--- src/rtl/hazard_pkg.sv ---
// Shared types and defaults for the ID/EX hazard controller.
// The FSM tracks data-memory waits; ERROR is reached only by timeout.
package hazard_pkg;

  localparam int DEF_CNT_W       = 32;
  localparam int DEF_MEM_TIMEOUT = 15;
  localparam int WAIT_W          = 8;

  typedef enum logic [1:0] {
    RUN      = 2'd0,
    MEM_WAIT = 2'd1,
    ERROR    = 2'd2
  } hz_state_t;

endpackage

--- src/rtl/hazard_sat_counter.sv ---
// Saturating up-counter with synchronous active-low clear.
// It sticks at all-ones instead of wrapping.
module hazard_sat_counter #(
  parameter int WIDTH = 32
) (
  input  logic             clk_i,
  input  logic             rst_i,
  input  logic             inc_i,
  output logic [WIDTH-1:0] cnt_o
);

  logic [WIDTH-1:0] r_cnt;

  always_ff @(posedge clk_i) begin
    if (!rst_i) begin
      r_cnt <= '0;
    end else if (inc_i && (r_cnt != {WIDTH{1'b1}})) begin
      r_cnt <= r_cnt + 1'b1;
    end
  end

  assign cnt_o = r_cnt;

endmodule

--- src/rtl/hazard_ctrl.sv ---
// Hazard controller beside the ID stage: load-use stall, branch flush,
// data-memory freeze with timeout, plus stall/flush performance counters.
module hazard_ctrl
  import hazard_pkg::*;
#(
  parameter int CNT_W       = DEF_CNT_W,
  parameter int MEM_TIMEOUT = DEF_MEM_TIMEOUT
) (
  input  logic             clk_i,
  input  logic             rst_i,
  input  logic             start_i,
  input  logic             IDEX_MemRead_i,
  input  logic [4:0]       IDEX_RdAddr_i,
  input  logic [4:0]       ID_RS1Addr_i,
  input  logic [4:0]       ID_RS2Addr_i,
  input  logic             ID_RS1Used_i,
  input  logic             ID_RS2Used_i,
  input  logic             BranchTaken_i,
  input  logic             DMemBusy_i,
  output logic             PCWrite_o,
  output logic             IFIDWrite_o,
  output logic             IFIDFlush_o,
  output logic             IDEXBubble_o,
  output logic             PipeWrite_o,
  output logic             MemTimeout_o,
  output logic [CNT_W-1:0] StallCnt_o,
  output logic [CNT_W-1:0] FlushCnt_o
);

  localparam logic [WAIT_W-1:0] TIMEOUT_M1 = WAIT_W'(MEM_TIMEOUT - 1);

  hz_state_t         r_state;
  hz_state_t         w_state_nxt;
  logic [WAIT_W-1:0] r_wait_cnt;
  logic [WAIT_W-1:0] w_wait_nxt;

  logic w_load_use;
  logic w_active;
  logic w_pc_we;
  logic w_ifid_we;
  logic w_flush;
  logic w_bubble;
  logic w_pipe_we;
  logic w_stall_inc;
  logic w_flush_inc;

  assign w_load_use = IDEX_MemRead_i && (IDEX_RdAddr_i != 5'd0) &&
                      ((ID_RS1Used_i && (ID_RS1Addr_i == IDEX_RdAddr_i)) ||
                       (ID_RS2Used_i && (ID_RS2Addr_i == IDEX_RdAddr_i)));

  // Gate for rules below the halt condition: in reset, stopped or in ERROR
  // nothing moves and nothing is counted.
  assign w_active = rst_i && start_i && (r_state != ERROR);

  always_comb begin
    w_state_nxt = r_state;
    w_wait_nxt  = r_wait_cnt;
    case (r_state)
      RUN: begin
        if (start_i && DMemBusy_i) begin
          w_state_nxt = MEM_WAIT;
          w_wait_nxt  = '0;
        end
      end
      MEM_WAIT: begin
        if (!DMemBusy_i) begin
          w_state_nxt = RUN;
        end else if (start_i) begin
          w_wait_nxt = r_wait_cnt + 1'b1;
          if (r_wait_cnt == TIMEOUT_M1) begin
            w_state_nxt = ERROR;
          end
        end
      end
      ERROR: begin
        w_state_nxt = ERROR;
      end
      default: begin
        w_state_nxt = RUN;
        w_wait_nxt  = '0;
      end
    endcase
  end

  always_ff @(posedge clk_i) begin
    if (!rst_i) begin
      r_state    <= RUN;
      r_wait_cnt <= '0;
    end else begin
      r_state    <= w_state_nxt;
      r_wait_cnt <= w_wait_nxt;
    end
  end

  // Memory busy outranks load-use, which outranks a taken branch: a branch
  // seen during a stall re-resolves next cycle with forwarded operands.
  always_comb begin
    w_pc_we   = 1'b0;
    w_ifid_we = 1'b0;
    w_flush   = 1'b0;
    w_bubble  = 1'b0;
    w_pipe_we = 1'b0;
    if (w_active && !DMemBusy_i) begin
      if (w_load_use) begin
        w_bubble  = 1'b1;
        w_pipe_we = 1'b1;
      end else begin
        w_pc_we   = 1'b1;
        w_ifid_we = 1'b1;
        w_pipe_we = 1'b1;
        w_flush   = BranchTaken_i;
      end
    end
  end

  assign w_stall_inc = w_active && (DMemBusy_i || w_load_use);
  assign w_flush_inc = w_active && !DMemBusy_i && !w_load_use && BranchTaken_i;

  hazard_sat_counter #(.WIDTH(CNT_W)) u_stall_cnt (
    .clk_i (clk_i),
    .rst_i (rst_i),
    .inc_i (w_stall_inc),
    .cnt_o (StallCnt_o)
  );

  hazard_sat_counter #(.WIDTH(CNT_W)) u_flush_cnt (
    .clk_i (clk_i),
    .rst_i (rst_i),
    .inc_i (w_flush_inc),
    .cnt_o (FlushCnt_o)
  );

  assign PCWrite_o    = w_pc_we;
  assign IFIDWrite_o  = w_ifid_we;
  assign IFIDFlush_o  = w_flush;
  assign IDEXBubble_o = w_bubble;
  assign PipeWrite_o  = w_pipe_we;
  assign MemTimeout_o = (r_state == ERROR);

endmodule
--- config.mk ---
export PLATFORM = sky130hd
export DESIGN_NAME = hazard_ctrl
export DESIGN_NICKNAME = d
export VERILOG_FILES = /design/src/rtl/hazard_pkg.sv /design/src/rtl/hazard_sat_counter.sv /design/src/rtl/hazard_ctrl.sv
export SDC_FILE = /design/constraint.sdc
export NUM_CORES = 1
export LEC_CHECK = 0
export ABC_AREA = 1
export ABC_CLOCK_PERIOD_IN_PS = 3200
export CAP_MARGIN = 25
export CELL_PAD_IN_SITES_DETAIL_PLACEMENT = 0
export CELL_PAD_IN_SITES_GLOBAL_PLACEMENT = 1
export CORE_UTILIZATION = 25
export DETAILED_ROUTE_END_ITERATION = 10
export DONT_BUFFER_PORTS = 1
export GPL_TIMING_DRIVEN = 0
export PLACE_DENSITY = 0.59
export SLEW_MARGIN = 5
export SYNTH_ARGS = -nofsm -noshare
export SYNTH_HDL_FRONTEND = slang
export SYNTH_SLANG_ARGS = --single-unit
--- constraint.sdc ---
create_clock -name clk_i -period 3.2 [get_ports clk_i]
set_input_delay 0.32 -clock clk_i [delete_from_list [all_inputs] [get_ports clk_i]]
set_output_delay 0.32 -clock clk_i [all_outputs]
set_load 0.05 [all_outputs]
==> out/metrics.cfg <==
[sta]
fmax_ghz=0.345
final_hold_viol_count=0
finalMaxSlewViolations=0
worst_pin_slew_ns=0.939
holdWs_ns=0.144
rsz0062_at_grt=no
min_period_ns=2.90
post-route-period-util_pct=90.7
max_slew_margin_pct=37.2
setup_ws_ns=0.299
fin_skew_ns=0.00803
tns_ns=0
setup_viol=0

[floorplanning]
die_w_um=142
io_pins=93
dieHeight_um=142
die_area_sq_mm=0.0201
initial_utilization_pct=25.8
core_sq_mm=0.0190
num_rows=50

[global_routing]
grt_max_degree=13
track_usage_pct=16.0
antenna_found_initial=0
grt_pass1_wl_um=25000
grt_pass1_vias=4655
grt_overflow=0

[clock_network]
cts-root-buf=clkbuf_16
clock_path_buffers=2
cts_made_buffers=9
clock-sinks=74
clk_pin_slew_worst_paths_ns=0.06
cts_resized=0
clk_latency_ns=0.35
htreeDepth=3
cts_setup_buffers=0
cts_tree=yes
cts-hold-fix-buffers=0

[finish]
area_growth_pct=12.3
final_nets=858
fin_area_sq_mm=0.00550
diodes=0
seq_area_sq_mm=0.00148
stdcell_count=1096
drive_above_1_share_pct=8.97
multiInputGateArea_sq_mm=0.00290
fillerInstances=2192

[setup_path]
critPathMaxFanout=7
start_kind=flip-flop
critPathKind=reg2out
rr_startpoint=u_flush_cnt.cnt_o[1]$_SDFFE_PN0P_
cp_cell_sequence=inv_2 > nand2_2 > nand3_1 > nor2_4 > inv_1 > a21oi_2 > buf_4
crit_start=r_state[0]$_SDFFE_PN0P_
reg2reg_slack_ns=0.76
slowest_stage=a21oi_2
rr_worst_depth=10
arrival_ns=2.58
required_ns=2.88
cpLargestDelayFamily=simple AND/OR/NAND/NOR gates
r2r_end=u_flush_cnt.cnt_o[30]$_SDFFE_PN0P_
worst-path-buf-inv=3
slowest_delay_ns=0.64
endpoint_kind=output port

[power]
p_clk_share_pct=47.8
p_seq_share_pct=46.1
ir_drop_v=0.000269
p_int_w=0.00150
p_leak_nw=2.07
power_switching_w=0.000532
p_sw_share_pct=26.2
combPwrFrac_pct=6.1
pwr_density_cell_mw_per_mm2=370

[place]
post-place-cells=1080
dp_slack_ns=0.637
dpl.hpwl_um=11700
place_congestion=0.799
postPlaceCellArea_sq_mm=0.00522
io_buffers=0

[hold_path]
worstHoldStart=start_i
holdPathEnd=r_state[0]$_SDFFE_PN0P_
hp-class=in2reg
hold_depth=2

[drt]
detail-route-antenna-nets=0
totalWireLength_um=15300
drt_iter0_markers=320
drt_pre_antenna_iters=4
num_vias=4866
wl_per_cell_um=14.0
post-route-drc-count=0
avgViaCountPerCell=4.44

[logic_synthesis]
yosysWarnings=0
syn-num-nets=847
netlist_instances=820
syn_area_sq_mm=0.00489
synth_cell_type_count=33
avgSynthCellArea_sq_um=5.97
synth_seq_area_share_pct=30.3
synth_seq_cells=74

[outcome]
status=completed

[run]
drv_cap=0

==> through the flow <==
stage	total power [W]	utilization [%]
after detailed placement	0.00108	27.6
final	0.00203	29.0
after global placement	0.00108	27.5
after floorplan	0.00105	-
after global routing	0.00213	29.0
after CTS	0.00208	29.0
==> Yosys cell counts <==
| library cell | instances | area, sq um |
|---|---|---|
| buf_6 | 7 | 78.8 |
| nand3_1 | 35 | 175 |
| a31oi_1 | 2 | 12.5 |
| nand2_1 | 265 | 995 |
| nor3_2 | 2 | 20.0 |
| nor2_4 | 7 | 78.8 |
| a21oi_1 | 26 | 130 |
| nand2_2 | 6 | 37.5 |
| xnor2_1 | 1 | 8.76 |
| inv_1 | 79 | 297 |
| nor2_1 | 173 | 649 |
| or2_2 | 1 | 6.26 |
| buf_1 | 2 | 7.51 |
| nand3b_1 | 8 | 60.1 |
| dfxtp_1 | 74 | 1480 |
| clkinv_1 | 2 | 7.51 |
| nand3_2 | 3 | 30.0 |
| nor3b_1 | 3 | 22.5 |
| o21bai_1 | 1 | 7.51 |
| nand2_4 | 2 | 22.5 |
| buf_2 | 3 | 15.0 |
| xor2_1 | 10 | 87.6 |
| ha_1 | 4 | 50.1 |
| nor2_2 | 9 | 56.3 |
| nor3_1 | 10 | 50.1 |
| nand4_1 | 50 | 313 |
| o21ai_1 | 2 | 10.0 |
| o21ai_0 | 6 | 30.0 |
| buf_4 | 6 | 45.0 |
| a211oi_1 | 1 | 7.51 |
| clkbuf_1 | 7 | 26.3 |
| inv_2 | 11 | 41.3 |
| nand3_4 | 2 | 35.0 |
==> how the worst max path moves through the flow <==
stage	endpoint	slack (ns)	cells past startpoint
floorplan	PCWrite_o	0.63	7
global placement	PCWrite_o	0.16	7
detailed placement	PCWrite_o	0.64	7
CTS	PCWrite_o	0.26	7
global route	PCWrite_o	0.11	7
finish	PCWrite_o	0.30	7
==> kinds of logic (layout without fill, tap and decap cells) <==
family	Yosys count	count (layout)	synth area share (%)
XOR/XNOR	11	11	1.97
buffers and inverters	117	133	10.6
adder cells (fa/ha/maj)	4	4	1.02
AO/OA/AOI/OAI	38	38	4.04
AND/OR/NAND/NOR	576	576	52.1
flip-flops	74	74	30.3
==> placed cells by master, fill, tap and decap left out, drive strengths merged, types with 8 or more instances in the layout <==
cell,synthesis,routed
nand4,50,50
buf,18,18
nand2,273,273
dfxtp,74,74
nand3b,8,8
xor2,10,10
nor2,189,189
a21oi,26,26
o21ai,8,8
inv,90,90
clkbuf,7,18
nor3,12,12
nand3,40,40
==> final cells by class <==
cell class	count	share of cell area, %
Buffer	25	3.14
Clock buffer	11	4.42
Clock inverter	5	0.546
Inverter	92	6.28
Multi-Input combinational cell	629	52.7
Sequential cell	74	27.0
Tap cell	260	5.92
==> flip-flops by register name, indices dropped and copies added, names as in the netlist <==
| name | count |
|---|---|
| r_state | 2 |
| u_flush_cnt.cnt_o | 32 |
| r_wait_cnt | 8 |
| u_stall_cnt.cnt_o | 32 |
==> worst reg2reg max path: stages, from the launching register on <==
cell     delay [ns]
dfxtp_1        0.73
ha_1           0.28
nand2_1        0.09
nor2_2         0.19
nand2_2        0.13
nor3_2         0.38
nand4_1        0.19
nor2_1         0.17
nand2_1        0.07
nand2_1        0.07
nor2_1         0.04
==> per-layer routing <==
layer	routed length (um)	track usage, %	vias up
li1	-	-	2609
met1	7140	20.1	2154
met2	6980	25.9	90
met3	1020	5.20	13
met4	197	4.87	0
met5	0	0	-
==> power groups by stage <==
| stage | registers, W | logic, W | clock network [W] |
|---|---|---|---|
| 6_report | 0.000937 | 0.000125 | 0.000972 |
| 5_1_grt | 0.000937 | 0.000140 | 0.00105 |
| 4_1_cts | 0.000937 | 0.000126 | 0.00101 |
| 3_5_place_dp | 0.000958 | 0.000125 | 0 |
| 3_3_place_gp | 0.000958 | 0.000125 | 0 |
| 2_1_floorplan | 0.000956 | 0.0000938 | 0 |
No activity file was read; power rests on OpenSTA's default activity.
